**src/rtl/score_argmax.sv**
```systemverilog
// Argmax / runner-up evaluator for a packed score vector: snapshots the scores on
// start, scans one score per cycle, then reports winner, runner-up, margin and confidence.
module score_argmax #(
  parameter int N_CLASSES = 10,
  parameter int SCORE_W   = 16,
  parameter int SIGNED    = 1,
  parameter int TIE_LAST  = 0,
  localparam int IDX_W    = (N_CLASSES > 1) ? $clog2(N_CLASSES) : 1
) (
  input  logic                         clk,
  input  logic                         rst,
  input  logic                         start,
  input  logic [N_CLASSES*SCORE_W-1:0] scores_in,
  input  logic [SCORE_W-1:0]           threshold,
  output logic                         busy,
  output logic                         done,
  output logic [IDX_W-1:0]             pred_class,
  output logic [SCORE_W-1:0]           max_score,
  output logic [IDX_W-1:0]             second_class,
  output logic [SCORE_W:0]             margin,
  output logic                         confident
);

  typedef enum logic [1:0] {IDLE, SCAN, RESULT} state_t;

  localparam logic [IDX_W-1:0] LAST_IDX = IDX_W'(N_CLASSES - 1);

  state_t                       state;
  logic [N_CLASSES*SCORE_W-1:0] snap;
  logic [SCORE_W-1:0]           thr_q;
  logic [IDX_W-1:0]             idx;
  logic [SCORE_W-1:0]           best;
  logic [SCORE_W-1:0]           second;
  logic [IDX_W-1:0]             best_idx;
  logic [IDX_W-1:0]             second_idx;
  logic                         second_valid;

  logic [SCORE_W-1:0]           cur;
  logic                         beats_best;
  logic                         beats_second;
  logic [SCORE_W:0]             best_x;
  logic [SCORE_W:0]             second_x;
  logic [SCORE_W:0]             diff;

  // True when a displaces b under the configured signedness and tie policy.
  function automatic logic beats(input logic [SCORE_W-1:0] a, input logic [SCORE_W-1:0] b);
    logic gt;
    if (SIGNED != 0) gt = $signed(a) > $signed(b);
    else             gt = a > b;
    if (TIE_LAST != 0) return gt || (a == b);
    else               return gt;
  endfunction

  // The snapshot shifts down one score per SCAN cycle, so the current score is always the low slice.
  assign cur          = snap[SCORE_W-1:0];
  assign beats_best   = beats(cur, best);
  assign beats_second = beats(cur, second);

  always_comb begin
    best_x   = '0;
    second_x = '0;
    if (SIGNED != 0) begin
      best_x   = {best[SCORE_W-1], best};
      second_x = {second[SCORE_W-1], second};
    end else begin
      best_x   = {1'b0, best};
      second_x = {1'b0, second};
    end
    diff = second_valid ? (best_x - second_x) : '0;
  end

  always_ff @(posedge clk or posedge rst) begin
    if (rst) begin
      state        <= IDLE;
      snap         <= '0;
      thr_q        <= '0;
      idx          <= '0;
      best         <= '0;
      second       <= '0;
      best_idx     <= '0;
      second_idx   <= '0;
      second_valid <= 1'b0;
      busy         <= 1'b0;
      done         <= 1'b0;
      pred_class   <= '0;
      max_score    <= '0;
      second_class <= '0;
      margin       <= '0;
      confident    <= 1'b0;
    end else begin
      done <= 1'b0;
      case (state)
        IDLE: begin
          if (start) begin
            snap  <= scores_in;
            thr_q <= threshold;
            idx   <= '0;
            busy  <= 1'b1;
            state <= SCAN;
          end
        end
        SCAN: begin
          if (idx == '0) begin
            best         <= cur;
            best_idx     <= '0;
            second_valid <= 1'b0;
          end else if (beats_best) begin
            second       <= best;
            second_idx   <= best_idx;
            best         <= cur;
            best_idx     <= idx;
            second_valid <= 1'b1;
          end else if (!second_valid || beats_second) begin
            second       <= cur;
            second_idx   <= idx;
            second_valid <= 1'b1;
          end
          snap <= snap >> SCORE_W;
          if (idx == LAST_IDX) state <= RESULT;
          else                 idx   <= idx + 1'b1;
        end
        RESULT: begin
          pred_class   <= best_idx;
          max_score    <= best;
          second_class <= second_valid ? second_idx : '0;
          margin       <= diff;
          confident    <= diff >= {1'b0, thr_q};
          done         <= 1'b1;
          busy         <= 1'b0;
          state        <= IDLE;
        end
        default: state <= IDLE;
      endcase
    end
  end

endmodule

```
**config.mk**
```make
export PLATFORM = sky130hd
export DESIGN_NAME = score_argmax
export DESIGN_NICKNAME = d
export VERILOG_FILES = /design/src/rtl/score_argmax.sv
export SDC_FILE = /design/constraint.sdc
export NUM_CORES = 1
export LEC_CHECK = 0
export ABC_AREA = 1
export ABC_CLOCK_PERIOD_IN_PS = 27400
export BUFFER_PORTS_ARGS = -buffer_cell sky130_fd_sc_hd__buf_2
export CORE_MARGIN = 5
export CORE_UTILIZATION = 40
export DETAILED_ROUTE_END_ITERATION = 10
export PLACE_DENSITY = 0.56
export SYNTH_ARGS = -nofsm -noshare
export SYNTH_HDL_FRONTEND = slang
export SYNTH_SLANG_ARGS = --single-unit
```
**constraint.sdc**
```tcl
create_clock -name clk -period 27.4 [get_ports clk]
set_clock_uncertainty 0.2 [all_clocks]
set_input_delay 5.48 -clock clk [delete_from_list [all_inputs] [get_ports clk]]
set_output_delay 5.48 -clock clk [all_outputs]
set_load 0.005 [all_outputs]
```
# After elaboration in Yosys (flattened, before gate mapping)
# Index checks and enable logic that the tools add are counted.
totals:
  reg_bits: 267
  latchBits: 0
  ramBits: 0
  rom_bits: 0
  in_bits: 179
  out_inout_bits: 44
  word_cells: 69
  n_memories: 0
classes:
  n_addsub: 2
  multipliers: 0
  n_div: 0
  n_lt_le_gt_ge: 3
  eq_ne: 6
  n_shift: 0
  mux: 24
  bitwise_logic: 1
  reduce_logical: 17
ops:
  columns: ["cell", "n"]
  rows:
  - ["160-bit case mux with 2 select lines", 1]
  - ["160-bit 2-to-1 mux", 1]
  - ["16-bit 2-to-1 mux", 4]
  - ["16-bit > comparator", 2]
  - ["4-bit 2-to-1 mux", 7]
  - ["17-bit by 16-bit greater-or-equal comparator with 1-bit output", 1]
  - ["17-bit 2-to-1 mux", 1]
  - ["16-bit by 16-bit subtractor with 17-bit output", 1]
  - ["2-bit AND reduction", 6]
  - ["4-bit case mux with 2 select lines", 1]
  - ["2-bit nonzero test", 4]
  - ["2-bit inequality test (second input constant)", 3]
  - ["3-bit AND reduction", 2]
  - ["1-bit 2-to-1 mux", 5]
  - ["4-bit by 1-bit adder with 4-bit output (second input constant)", 1]
  - ["4-bit equality test (second input constant)", 1]
  - ["4-bit zero test", 1]
  - ["2-bit 2-to-1 mux", 2]
  - ["2-bit case mux with 2 select lines", 1]
  - ["3-bit nonzero test", 1]
  - ["2-bit by 1-bit equality test with 1-bit output (second input constant)", 1]
  - ["2-bit equality test (second input constant)", 1]
  - ["2-bit zero test", 1]
  - ["1-bit case mux with 2 select lines", 1]
  - ["other kinds (3)", 3]

# Logic depth before layout (Yosys ltp)
# Gate-level depths: netlist of the first run.
depth:
  word_depth: 5
  mapped_depth: 24
  depth_no_buf: 24

# Least setup slack after synthesis of the first run
# No wires, ideal clock.
synth_path:
  path_kind: "input port to flip-flop"
  start: "in start"
  end: "reg snap[100]"
  arrival_time_ns: 6.347
  required_ns: 27.117
  path_slack_ns: 20.770
  cell_stages: 6
  n_path_buf: 2
  cell_sequence: "nand2_1 > inv_1 > clkbuf_1 > clkbuf_1 > a22oi_1 > o21ai_0"
synth_via:
  elab_chain_len: 2
synth_rtl:
  columns: ["item", "line_no", "text"]
  rows:
  - ["from (decl)", "12", "input logic start,"]
  - ["2-bit inequality test (no source line)", null, null]
  - ["2-bit AND reduction (no source line)", null, null]
  - ["to (signal assigned)", "95", "snap <= scores_in;"]
  - ["to (signal assigned)", "118", "snap <= snap >> SCORE_W;"]
  - ["to (decl)", "29", "logic [N_CLASSES*SCORE_W-1:0] snap;"]
# No other way between the ends.
# A chain may end at the register's enable or synchronous reset.

# Final worst setup path of the first run
layout_path:
  start: "in start"
  end: "reg snap[97]"
# Same word-level chain as after synthesis.

==> run metrics, run 1 <==
peak supply drop=0.0000826 V; kind of cell adding the most delay to the critical path=buffers and inverters; Slew @ Worst Pin=approximately 1.1 ns; largest net degree at the start of global routing=131; post-synth design cell area=13,400 um2; DIE AREA=37,300 um2; wire per inst=~18 um; synth unique cells=37; R2R depth=16; crit path DAT=8.28 ns; Layout Nets=1,976; I/O pin count=around 220; worst path cell trace=buf_2 > nand2_4 > inv_6 > buf_4 > a22oi_1 > o21ai_0; GPL Wtd Cong=0.888; Fillers=3,314; post-CTS resize count=0; Area after DPL=about 15,000 um2; critical path class=in -> reg; vias per inst=slightly above 5; DP HPWL=approximately 27 mm; 1st-iter DRT viols=about 690; Hold/Removal Path Class=reg -> reg; sequential area share after synthesis=49.8%; R2R setup slack=about 24 ns; predominant post-synthesis flop cell=dfrtp_1; drt first pass iters=5; min Tclk post-route=roughly 8.0 ns; initial antenna violation count=22; Sink Count=267; total CTS buffers=31; Clk Tree Root Cell=clkbuf_16; Setup Viol. Count Final=0; average cell area after synthesis=8.61 um2; ANT nets after route=0; Yosys warnings=0; Worst Path Max Fanout=just over 100; Async SR Flop Fraction=100%; worst skew pair latency=about 0.56 ns; postcts setup bufs=0; drt drc=0; fmax=125 MHz; Leakage=7.94 nW; slowest stage cell, crit path=buf_4; CP max stage delay=0.89 ns; post-synthesis to final-layout area growth=18.3%; grt total ovfl=0; GRT Total Usage=20.8%; share of cells above drive strength 1=18.5%; Tcrit/Tclk final=29.3%; status=finished, final reports clean; TritonCTS clock tree=built; clock buffer depth=3; Hold Path Cell Cnt=2; row count=67; TNS Setup=0 ns; drt total wl=39.0 mm; Power Density=132 nW/um2; Max-slew headroom=26.5%; die width=about 190 um; RSZ-0062 raised after global routing=no; Post-synth EDFFs=0; H-tree lvl count=1; Finished Cell Area=15,900 um2; initial core utilization=40.3%; clock-pin slew on the worst setup and hold paths=0.06 ns; net count after synthesis=~1.8k; maximum capacitance violations=0; Required @ worst endpoint=27.65 ns; core area=between 30,000 and 40,000 um2; CP bufs+invs=3; Mapped Cells=roughly 1.6k; Hold Buf Count CTS=0; Critical Path Source Type=input pin; #FFs+latches synth=267; crit end category=flip-flop; Die H=193 um; first-pass GRT wire length=a little over 60 mm; PortBufs=around 220; critical path depth in cells=6; vias=approximately 11k; Fin. Hold Viols=0; fin. max-slew vios=0; vias in the first global route=around 11k
## synthesized netlist by cell type (all sizes together) (2+ instances only)
master / n / share of area [%]
a21o: 2 / 0.11
o211ai: 65 / 3.6
or2: 5 / 0.23
nand2: 401 / 11
ha: 67 / 6.2
inv: 172 / 4.8
a21oi: 41 / 1.6
clkbuf: 66 / 1.8
nor3: 7 / 0.30
nand4: 28 / 1.3
a22oi: 79 / 4.4
o21ai: 152 / 6.2
nand3b: 2 / 0.11
nor4: 2 / 0.093
a31oi: 3 / 0.14
dfrtp: 267 / 50
buf: 26 / 1.3
nand3: 127 / 4.9
nor2: 35 / 0.98
o21bai: 4 / 0.22
## flip-flops by register name, indices dropped and copies added, names as in the netlist, 2 cells and up
| name | count |
|---|---|
| second_class | 4 |
| state | 2 |
| second_idx | 4 |
| best_idx | 4 |
| margin | 17 |
| snap | 160 |
| best | 16 |
| second | 16 |
| thr_q | 16 |
| pred_class | 4 |
| idx | 4 |
| max_score | 16 |
## cells in the final DEF, fill, tap and decap left out, types with 6 or more instances in the layout
| cell type | instances |
|---|---|
| clkbuf_16 | 31 |
| o211ai_1 | 65 |
| dfrtp_1 | 267 |
| a21oi_1 | 40 |
| inv_1 | 168 |
| ha_1 | 67 |
| nand2_1 | 393 |
| clkbuf_8 | 11 |
| o21ai_2 | 20 |
| nor3_1 | 6 |
| o21ai_0 | 130 |
| buf_4 | 9 |
| nor2_1 | 35 |
| nand3_1 | 125 |
| buf_2 | 222 |
| a22oi_1 | 79 |
| nand4_1 | 28 |
| diode_2 | 6 |
## logic make-up after synthesis
logic type / count (synthesis) / share of synthesized area [%]
AO/OA/AOI/OAI: 349 / 16.5
XOR/XNOR: 2 / 0.131
buffers and inverters: 264 / 7.92
adder cells (fa/ha/maj): 68 / 6.40
AND/OR/NAND/NOR: 607 / 19.2
flip-flops: 267 / 49.8
## metrics by stage
stage	util (%)	setup slack [ns]	cells	hold slack, ns	total power, mW
5_1_grt	47.7	19.16	2206	0.293	2.30
3_3_place_gp	44.4	18.82	2144	0.259	1.66
4_1_cts	47.6	19.39	2201	0.277	2.12
3_5_place_dp	44.4	18.83	2144	0.261	1.68
2_1_floorplan	-	14.37	1557	0.249	1.42
6_report	47.7	19.37	2207	0.272	2.10
## path summary, 6_finish.rpt
| path | start | endpoint |
|---|---|---|
| worst max-delay path | start | snap[97] |
| worst min-delay path | busy | busy |
| worst max register to register | best[1] | second_idx[1] |
| worst min register to register | busy | busy |
| max in group asynchronous | rst | snap[96] |
| min in group asynchronous | rst | max_score[6] |
## final cells by class
| class | instances | area (um2) | area share, % |
|---|---|---|---|
| antenna | 6 | 15.0 | 0.0946 |
| clock buffer | 47 | 946 | 5.96 |
| clock inverter | 10 | 141 | 0.891 |
| inverter | 172 | 658 | 4.15 |
| multi-input combinational | 1026 | 5690 | 35.9 |
| sequential | 267 | 6680 | 42.1 |
| tap | 448 | 561 | 3.53 |
| timing repair buffer | 231 | 1180 | 7.43 |
## metal layers
layer | wire length (um) | up-vias | track usage, %
met5 | 183 | - | 0
met4 | 1070 | 32 | 5.34
met3 | 2430 | 95 | 5.29
met2 | 18500 | 263 | 34.6
met1 | 16800 | 5376 | 27.4
li1 | - | 5605 | -
## report_power, final
part | internal, mW | switching (mW)
registers | 0.557 | 0.103
clock network | 0.266 | 0.168
logic | 0.346 | 0.659
## worst register-to-register path, stage by stage (launching register included)
cell and delay [ns]:
dfrtp_1 0.42, inv_1 0.19, ha_1 0.28, nand2_1 0.07, nand2_1 0.05, nand2_1 0.05
nand2_1 0.07, nand2_1 0.06, nand2_1 0.05, nand2_1 0.09, nand2_1 0.07, nand2_2 0.37
nand3_4 0.39, nand2_2 0.54, nand2_2 0.42, nand2_1 0.17, nand2_1 0.06
Note: power is estimated with default switching activity, not from simulation.
==> inputs of run 2 (changes only) <==
- ABC_CLOCK_PERIOD_IN_PS: 27400 -> 7600
- clock period: 27.4 -> 7.6 ns (I/O delays scaled with it)
==> run 2 against run 1 <==
  * Non-clock buffer count rose by 2
  * Cell count barely moved
  * Sequential power rose to 3.6 times the previous value
  * Setup slack got worse by 15 ns
==> run metrics, run 2 (same netlist as run 1, synthesis figures left out) <==
largest net degree at the start of global routing=152; Max-slew headroom=25.7%; drt total wl=38.9 mm; DP HPWL=between 20 and 30 mm; slowest stage cell, crit path=dfrtp_1; maximum capacitance violations=0; hold_sp=pred_class[2]; R2R setup slack=roughly 3.9 ns; Slew @ Worst Pin=~1.1 ns; grt total ovfl=0; die width=193 um; Post-Place Setup Slack=3.35 ns; Tcrit/Tclk final=48.7%; I/O pin count=between 200 and 250; worst path cell trace=inv_1 > ha_1 > nand2_1 > nor3_2 > nand2_1 > nand3_2 > nand3_4 > nand2_2 > nand2_2 > nand2_1 > nand2_1; NetSw=3.35 mW; commonest non-fill, non-tap cell in the layout=nand2_1; vias per inst=roughly 5.1; TritonCTS clock tree=built; Seq pwr share=between 30% and 40%; initial antenna violation count=19; vias in the first global route=11.3k; postcts setup bufs=0; first-pass GRT wire length=about 62 mm; fmax=270 MHz; fin. max-slew vios=0; CP bufs+invs=1; Fillers=3,297; min Tclk post-route=~3.7 ns; GRT Total Usage=20.9%; Sink Count=267; Hold Buf Count CTS=0; clock buffer depth=3; share of cells above drive strength 1=between 10% and 20%; 1st-iter DRT viols=811; GPL Wtd Cong=0.870; DIE AREA=37,300 um2; slack of the critical path=between 3 and 4 ns; Layout Nets=between 1.5k and 2k; CP dominant cell by count=nand2_1; max reg flops=160; Clk Tree Root Cell=clkbuf_16; Gate power share=48.4%; peak supply drop=about 0.00025 V; vias=approximately 11k; row count=67; wire per inst=17.6 um; Power Density=about 470 nW/um2; critical path class=reg -> reg; Hold Path Sink=pred_class[2]; core area=about 33,000 um2; ANT nets after route=0; Die H=193 um; Top Registers=snap: 160 flops, margin: 17 flops; Critical Path Source Type=flip-flop; post-synthesis to final-layout area growth=17.8%; R2R depth=11; crit end category=flip-flop; H-tree lvl count=1; Clk network pwr share=19.6%; TNS Setup=0 ns; Setup Viol. Count Final=0; Hold/Removal Path Class=reg -> reg; drt drc=0; Fin. Hold Viols=0; Worst Path Max Fanout=23; Required @ worst endpoint=slightly below 8 ns; initial core utilization=between 40% and 50%; status=finished, final reports clean; Hold Path Cell Cnt=2; worst skew pair latency=0.58 ns; P_int=4.11 mW; Biggest register=snap; kind of cell adding the most delay to the critical path=simple AND/OR/NAND/NOR gates; worst r2r src=best[15]; clock-pin slew on the worst setup and hold paths=0.06 ns; capture point of the worst reg-to-reg path=second[15]; total CTS buffers=31; drt first pass iters=6; most frequent cells in the layout=nand2_1 (393), dfrtp_1 (267), buf_2 (222); PortBufs=222; crit path DAT=between 3 and 4 ns; CP max stage delay=0.50 ns; Sw Share=44.9%; RSZ-0062 raised after global routing=no; post-CTS resize count=0; Leakage=7.90 nW
-- run 2: changes by cell type in the layout (fill, tap and decap cells not counted), sizes merged --
cell	change
inv	-2
clkbuf	-2
clkinvlp	+2
buf	+2
clkinv	+2
diode	-2
bufinv	-2
-- run 2: worst register-to-register path: stages, from the launching register on --
cell	delay, ns
dfrtp_1	0.50
inv_1	0.12
ha_1	0.37
nand2_1	0.12
nor3_2	0.25
nand2_1	0.12
nand3_2	0.39
nand3_4	0.38
nand2_2	0.51
nand2_2	0.40
nand2_1	0.17
nand2_1	0.06
-- run 2: area by class of cell --
type,count,area [um2],area share [%]
repair buffers,233,1210,7.63
clock inverters,10,98.8,0.626
clock buffers,45,898,5.69
well taps,448,561,3.55
diodes,4,10.0,0.0633
flip-flops and latches,267,6680,42.3
inverters,172,654,4.14
multi-input cells,1026,5690,36.0
-- run 2: per-layer routing --
metal	vias up	part of all wire (%)	global-route usage, %
li1	5614	-	-
met1	5330	43	27.3
met2	272	47	34.4
met3	91	6.9	5.49
met4	30	3.1	6.02
met5	-	0.43	0
-- run 2: power groups by stage --
stage / Sequential, mW / Clock, mW / Combinational (mW)
after floorplan: 2.27 / 0 / 2.87
final: 2.39 / 1.46 / 3.61
after global placement: 2.41 / 0 / 3.55
after CTS: 2.39 / 1.50 / 3.65
after detailed placement: 2.42 / 0 / 3.63
after global routing: 2.46 / 1.56 / 4.17
-- run 2: worst max-delay path by stage --
stage,startpoint,to,slack (ns),cells after the start
floorplan,rst,best[0],2.35,1
global placement,start,snap[32],3.33,6
detailed placement,start,snap[6],3.35,6
CTS,best[15],second_idx[1],3.93,11
global route,best[15],second_idx[1],3.63,11
finish,best[15],second[15],3.90,11
-- run 2: through the flow --
step	hold slack [ns]	util, %	cell area [um2]	total power, mW	instances
2_1_floorplan	0.249	-	13400	5.13	1557
3_3_place_gp	0.254	44.5	14800	5.96	2146
3_5_place_dp	0.258	44.5	14800	6.04	2146
4_1_cts	0.272	47.4	15800	7.54	2201
5_1_grt	0.290	47.5	15800	8.19	2204
6_report	0.265	47.5	15800	7.46	2205
